File: src/rtl/al_accel_ibuf_win.sv
// Input buffer of KSIZE row banks feeding a KSIZE x KSIZE sliding window.
// Supports word loads, row advance (down) and byte shifts left/right.
module al_accel_ibuf_win #(
  parameter int unsigned KSIZE     = 3,
  parameter int unsigned ROW_BYTES = 6,
  parameter int unsigned DI_BYTES  = 4
) (
  input  logic                             clk,
  input  logic                             resetn,
  input  logic                             enb,
  input  logic [8*DI_BYTES-1:0]            ibuf_di,
  input  logic [7:0]                       ibuf_init,
  input  logic                             ibuf_ld_wrn,
  input  logic [$clog2(KSIZE+1)-1:0]       ibuf_bank_sel,
  input  logic [$clog2(ROW_BYTES)-1:0]     ibuf_wstrb,
  input  logic                             ibuf_di_revert,
  input  logic                             ibuf_shift,
  input  logic                             ibuf_dir,
  input  logic                             ibuf_down,
  output logic [8*KSIZE*KSIZE-1:0]         ibuf_win_o,
  output logic                             ibuf_win_valid,
  output logic [KSIZE-1:0]                 ibuf_bank_vld
);

  localparam int unsigned BSW = $clog2(KSIZE+1);
  localparam int unsigned CW  = $clog2(ROW_BYTES-KSIZE+2);
  localparam logic [CW-1:0] CntSat  = CW'(ROW_BYTES-KSIZE+1);
  localparam logic [CW-1:0] CntLast = CW'(ROW_BYTES-KSIZE);

  logic [7:0]       r_bank     [KSIZE][ROW_BYTES];
  logic [7:0]       w_bank_nxt [KSIZE][ROW_BYTES];
  logic [KSIZE-1:0] r_vld, w_vld_nxt;
  logic [CW-1:0]    r_cnt, w_cnt_nxt;

  always_comb begin
    w_bank_nxt = r_bank;
    w_vld_nxt  = r_vld;
    w_cnt_nxt  = r_cnt;
    if (ibuf_ld_wrn) begin
      // Unmatched bank_sel falls through every branch: a full no-op.
      for (int k = 0; k < KSIZE; k++) begin
        if (ibuf_bank_sel == BSW'(k+1)) begin
          for (int b = 0; b < ROW_BYTES; b++) begin
            for (int n = 0; n < DI_BYTES; n++) begin
              if (int'(ibuf_wstrb) + n == b) begin
                w_bank_nxt[k][b] = ibuf_di_revert ? ibuf_di[8*(DI_BYTES-1-n) +: 8]
                                                  : ibuf_di[8*n +: 8];
              end
            end
          end
          w_vld_nxt[k] = 1'b1;
          w_cnt_nxt    = '0;
        end
      end
    end else if (ibuf_down) begin
      for (int k = 0; k < KSIZE-1; k++) begin
        w_bank_nxt[k] = r_bank[k+1];
      end
      for (int b = 0; b < ROW_BYTES; b++) begin
        w_bank_nxt[KSIZE-1][b] = ibuf_init;
      end
      w_vld_nxt = {1'b0, r_vld[KSIZE-1:1]};
      w_cnt_nxt = '0;
    end else if (ibuf_shift) begin
      for (int k = 0; k < KSIZE; k++) begin
        if (!ibuf_dir) begin
          for (int b = 0; b < ROW_BYTES-1; b++) begin
            w_bank_nxt[k][b] = r_bank[k][b+1];
          end
          w_bank_nxt[k][ROW_BYTES-1] = ibuf_init;
        end else begin
          for (int b = 1; b < ROW_BYTES; b++) begin
            w_bank_nxt[k][b] = r_bank[k][b-1];
          end
          w_bank_nxt[k][0] = ibuf_init;
        end
      end
      w_cnt_nxt = (r_cnt == CntSat) ? CntSat : r_cnt + 1'b1;
    end
  end

  always_ff @(posedge clk or negedge resetn) begin
    if (!resetn) begin
      for (int k = 0; k < KSIZE; k++) begin
        for (int b = 0; b < ROW_BYTES; b++) begin
          r_bank[k][b] <= '0;
        end
      end
      r_vld <= '0;
      r_cnt <= '0;
    end else if (enb) begin
      r_bank <= w_bank_nxt;
      r_vld  <= w_vld_nxt;
      r_cnt  <= w_cnt_nxt;
    end
  end

  // Window is the leftmost KSIZE bytes of every bank.
  for (genvar k = 0; k < KSIZE; k++) begin : g_row
    for (genvar j = 0; j < KSIZE; j++) begin : g_col
      assign ibuf_win_o[8*(k*KSIZE+j) +: 8] = r_bank[k][j];
    end
  end

  assign ibuf_bank_vld  = r_vld;
  assign ibuf_win_valid = (&r_vld) && (r_cnt <= CntLast);

endmodule

File: config.mk
export PLATFORM = sky130hd
export DESIGN_NAME = al_accel_ibuf_win
export DESIGN_NICKNAME = d
export VERILOG_FILES = /design/src/rtl/al_accel_ibuf_win.sv
export SDC_FILE = /design/constraint.sdc
export NUM_CORES = 1
export LEC_CHECK = 0
export CORE_MARGIN = 2
export CORE_UTILIZATION = 30
export DETAILED_ROUTE_END_ITERATION = 12
export MAX_ROUTING_LAYER = met4
export PLACE_DENSITY = 0.5
export SYNTH_ARGS = -nofsm -noshare
export SYNTH_HDL_FRONTEND = slang
export SYNTH_SLANG_ARGS = --single-unit
File: constraint.sdc
create_clock -name clk -period 2.6 [get_ports clk]
set_input_delay 0.26 -clock clk [delete_from_list [all_inputs] [get_ports clk]]
set_output_delay 0.26 -clock clk [all_outputs]
set_load 0.03 [all_outputs]
# Word level (Yosys, flattened, before mapping)
# Index checks and enable logic that the tools add are counted.
[word_totals]
register_bits = 150
latchBits = 0
mem_bits_rw = 0
mem_bits_ro = 0
inputBits = 53
output_inout_bits = 76
word_cells = 140
mem_count = 0
[classes]
n_addsub = 4
mul = 0
n_div = 0
order_cmp = 1
eq_ne = 34
shifts = 0
n_mux = 49
bitwise_logic = 0
reduce_logical = 30
[op_table]
columns = ["operator", "n"]
rows = [
  ["$mux 144", 3],
  ["$mux 48", 6],
  ["$mux 8", 28],
  ["$eq 32x3->1 const B", 6],
  ["$logic_not 32->1", 4],
  ["$eq 32x2->1 const B", 3],
  ["$eq 32x4->1 const B", 3],
  ["$reduce_and 4->1", 18],
  ["$ne 5x1->1 const B", 6],
  ["$mux 3", 9],
  ["$eq 3x3->1 const B", 5],
  ["$reduce_and 3->1", 5],
  ["$eq 4x3->1 const B", 3],
  ["$add 3x2->4 const B", 2],
  ["$ne 2x1->1 const B", 3],
  ["$add 3x1->4 const B", 1],
  ["$eq 2x2->1 const B", 2],
  ["$ne 4x1->1 const B", 1],
  ["$add 3x1->3 const B", 1],
  ["$eq 3x2->1 const B", 1],
  ["$le 3x2->1 const B", 1],
  ["$mux 1", 3],
  ["$reduce_bool 3->1", 1],
  ["$eq 2x1->1 const B", 1],
  ["2 further kinds", 2],
]

# Logic depth before layout (Yosys ltp)
[logic_depth]
ltp_word = 7
mapped_depth = 12

# Worst setup path before layout
# Ideal clock, no wire load.
[synth_path]
path_kind = "input port to flip-flop"
from = "input ibuf_wstrb[1]"
to = "register r_bank[110] (netlist bit)"
setup_ps = 140
t_arrival_ps = 2141
required_time_ps = 2460
setup_slack_ps = 319
stages = 12
path_buffers = 4
path_cell_list = "buf_6 buf_4 nand2_1 inv_1 ha_1 and4bb_1 buf_2 nor2b_1 a21oi_1 buf_2 o21a_1 a21oi_1"
[synth_via]
elab_chain_cells = 7
[synth_lines]
columns = ["element", "line", "text"]
rows = [
  ["from (decl)", "15", "input logic [$clog2(ROW_BYTES)-1:0] ibuf_wstrb,"],
  ["$add 3x1->4", "45", "if (int'(ibuf_wstrb) + n == b) begin"],
  ["$eq 32x4->1", "45", ""],
  ["$mux 8 (3 in a row)", "45", ""],
  ["$mux 48", "42", "if (ibuf_bank_sel == BSW'(k+1)) begin"],
  ["$mux 144", "39", "if (ibuf_ld_wrn) begin"],
  ["to (signal assigned)", "92", "r_bank <= w_bank_nxt;"],
  ["to (decl)", "30", "logic [7:0] r_bank [KSIZE][ROW_BYTES];"],
]
# Parallel ways exist; a longest one is shown, timed or not. The select of a mux whose other input is x is not followed.
# A chain may end at the register's enable or synchronous reset.

# Worst setup path after layout
[layout_path]
from = "register r_cnt[0]"
to = "output ibuf_win_valid"
[layout_via]
elab_chain_cells = 2
[layout_lines]
columns = ["element", "line", "text"]
rows = [
  ["from (decl)", "33", "logic [CW-1:0] r_cnt, w_cnt_nxt;"],
  ["from (signal assigned)", "94", "r_cnt <= w_cnt_nxt;"],
  ["$le 3x2->1", "106", "assign ibuf_win_valid = (&r_vld) && (r_cnt <= CntLast);"],
  ["$logic_and 1x1->1", "106", ""],
  ["to (decl)", "21", "output logic ibuf_win_valid,"],
]
# No other way between the ends.

==> summary.md <==
| Metric | Value |
|---|---|
| Postcts setup bufs | 0 |
| Gr ovfl total | 0 |
| Synth Register Bits | 150 |
| Vias | ~12000 |
| Share of Yosys cell area claimed by the top area cell type | a little over 30% |
| Worst EP arrival | between 2 and 2.5 ns |
| Leading area contributor after synthesis | dfrtp_1 |
| Synth Instances | 1516 |
| CP Max Fanout | 5 |
| Layout overhead on the synthesized area | 23.2% |
| Prevailing post-synth register cell | dfrtp_1 |
| CORE AREA | roughly 0.040 mm² |
| CP peak stage delay | 0.59 ns |
| Critical Path RT | 2.34 ns |
| Crit path time final | 2.35 ns |
| Number of port buffers | between 100 and 150 |
| Setup-failing EPs final | 0 |
| Final instance area | between 0.01 and 0.015 mm² |
| Final Hold Vio Count | 0 |
| First-pass GRT wire length | roughly 74000 µm |
| Part of the power in registers | a little under two fifths |
| Die area | 0.0418 mm² |
| Clock root buffer | clkbuf_16 |
| CTS tree | yes |
| Setup Total Neg Slack | 0 ns |
| DR WL/cell | 22.9 µm |
| Hold Crit Class | input pin to flop |
| Vias in the first global route | approximately 11000 |
| Post-cts gate resize count | 0 |
| Multi-input gate area | between 0.007 and 0.008 mm² |
| Ys Warns | 0 |
| DR pass1 iterations | 5 |
| Gate power share | approximately two fifths |
| Worst-path clk slew | approximately 0.070 ns |
| Int Power | just over 6 mW |
| Register area | ~0.0038 mm² |
| Share of cells above drive strength 1 | between 10% and 20% |
| Syn Std Cell Area | between 0.01 and 0.015 mm² |
| Worst-Skew Late Latency | between 0.4 and 0.5 ns |
| DPL Wire Length | 36300 µm |
| Seq/Total Area, Yosys | a little under a third |
| Slowest CP cell | clkdlybuf4s50_1 |
| Switching Fraction | between 40% and 50% |
| H-tree depth | 4 |
| Power share of the clock group | 23.7% |
| Fin nets | approximately 1700 |
| Critical Path End Type | output port |
| Crit-path cells | ha_1 > ha_1 > o2111a_1 > clkdlybuf4s50_1 |
| Period utilization | about nine tenths |
| RSZ-0062 raised after global routing | false |
| Crit path launch type | flop |
| Synth unique cells | 60 |
| Max-Cap Viols | 0 |
| DRC Markers | 0 |
| Final core utilization | between 30% and 40% |
| Worst slew pin tran | 0.665 ns |
| Antenna-violating nets left | 0 |
| Pin count of the biggest net entering global routing | 96 |
| Fill cell count | just over 4000 |
| Result of the run | finished clean |
| Clock skew | 0.00783 ns |
| Worst path most repeated cell | ha_1 |
| Initial antenna violation count | 0 |
| Max rail drop VDD | slightly above 0.4 mV |
| Net switching power | approximately 4.3 mW |
| Share of synthesized flip-flops with an asynchronous set or reset | between 90% and 100% |
| Largest cells by area after synthesis | dfrtp_1, nor2_1, a21oi_1 |
| Max-slew violations | 0 |
| Final Wtd Congestion | 0.935 |
| Initial Utilization | 30.4% |
| DRT Wirelength | 49000 µm |
| Most frequent cell after synthesis | nor2_1 |
| Dpl ws | -0.184 ns |
| Chip Width | around 200 µm |
| Synth top cells by count | nor2_1, a21oi_1, dfrtp_1 |
| Worst Slack Setup Final | approximately 0.25 ns |
| Clock tree buffer depth | 2 |
| Vias per cell | between 5 and 6 |
| Post-Syn Nets | approximately 1600 |
| Worst R2R Setup Slack | around 1.3 ns |
| EDFF count, synth | 0 |
| Worst setup path category | flop to output port |
| Row count | 73 |
| P per Cell Area | between 600 and 700 mW/mm² |
| Mean Syn Cell Area | around 8 µm² |
| First-iteration detailed-routing DRC count | between 1000 and 1500 |
| Placed Area | between 0.01 and 0.015 mm² |
| GRT Util Overall | 24.2% |
| CTS Buf Count | 17 |
| Sink Count | 150 |
| Die height | roughly 200 µm |
| Number of I/O pins | ~130 |
| Headroom to the max-slew limit | 54.4% |
| Fmax | approximately 430 MHz |
| Static Leak | approximately 5.9 nW |
==> timing repair <==
item,4_1_cts,5_1_grt
hold buffers,1,0
endpoints found under the hold margin,47,0
endpoints found under the setup margin,0,0
==> final timing paths <==
path / cells past startpoint / from / endpoint
hold reg to reg: 2 / r_cnt[1] / r_cnt[1]
setup reg to reg: 4 / r_cnt[0] / r_cnt[2]
hold / removal: 3 / ibuf_ld_wrn / ibuf_bank_vld[1]
setup / recovery: 4 / r_cnt[0] / ibuf_win_valid
max in group asynchronous: 3 / resetn / r_bank[115]
min in group asynchronous: 2 / resetn / r_bank[55]
==> metal layers <==
metal	share of wire [%]	routed length (µm)	vias to the layer above	GRT usage, %
met5	0	0	-	-
met4	2.2	1090	0	6.63
met3	5.9	2910	62	3.40
met2	46	22800	431	37.9
met1	45	22300	5817	32.6
li1	-	-	5608	-
==> critical path: cells and delay by family (launching register included) <==
kind	cells	cell delay, ns
compound gates	1	0.24
fa+ha+maj	2	0.40
buf+inv	1	0.59
flops	1	0.42
==> power groups by stage <==
| stage | Combinational, mW | Sequential [mW] | Clock, mW |
|---|---|---|---|
| 2_1_floorplan | 2.96 | 3.43 | 0 |
| 3_3_place_gp | 4.02 | 3.87 | 0 |
| 3_5_place_dp | 4.05 | 3.88 | 0 |
| 4_1_cts | 4.07 | 3.83 | 2.48 |
| 5_1_grt | 4.41 | 3.91 | 2.58 |
| 6_report | 4.07 | 3.84 | 2.45 |
==> placed cells by master (no fill, tap or decap), types with 4 or more instances in the layout <==
master	netlist	routed
nor2_1	306	306
a21oi_1	196	196
dfrtp_1	150	150
clkdlybuf4s50_1	0	123
buf_4	85	102
a31oi_1	90	90
mux2i_1	90	90
o21a_1	74	74
nand2_1	73	73
o21ai_0	51	51
mux2_2	50	50
a211oi_1	32	32
buf_12	0	32
a22oi_1	30	30
o221ai_1	29	29
inv_1	20	20
nand2b_1	18	18
clkbuf_16	0	17
o311ai_1	14	14
a21o_1	10	10
a21oi_2	8	8
or2_2	7	7
nor2b_1	8	7
a311oi_1	7	7
ha_1	7	7
nand3_1	4	4
and2_1	4	4
o211ai_1	4	4
clkinvlp_4	0	4
buf_6	4	4
==> flip-flops by register name (all words and copies together), names as in the netlist <==
name and count:
ibuf_bank_vld 3, ibuf_win_o 72, r_bank 72, r_cnt 3
==> per-stage QoR <==
stage | total power, mW | instances | hold WS, ns
after floorplan | 6.39 | 1516 | -0.0356
after global placement | 7.89 | 2113 | 0.278
after detailed placement | 7.93 | 2113 | 0.269
after CTS | 10.4 | 2144 | 0.136
after global routing | 10.9 | 2144 | 0.164
final | 10.4 | 2145 | 0.151
==> cell type report <==
| cell class | count | area share [%] |
|---|---|---|
| Antenna cell | 1 | 0.0169 |
| Clock buffer | 18 | 2.89 |
| Clock inverter | 12 | 0.826 |
| Inverter | 20 | 0.506 |
| Multi-Input combinational cell | 1156 | 47.8 |
| Sequential cell | 150 | 25.3 |
| Tap cell | 525 | 4.43 |
| Timing Repair Buffer | 263 | 18.2 |
==> kinds of logic after synthesis <==
kind of cell,Yosys count,synth area share [%]
simple gates,443,15.7
flops,150,31.2
buf+inv,210,9.89
compound gates,566,30.3
fa+ha+maj,7,0.727
mux,140,12.2
Power figures use the tool's default switching activity.
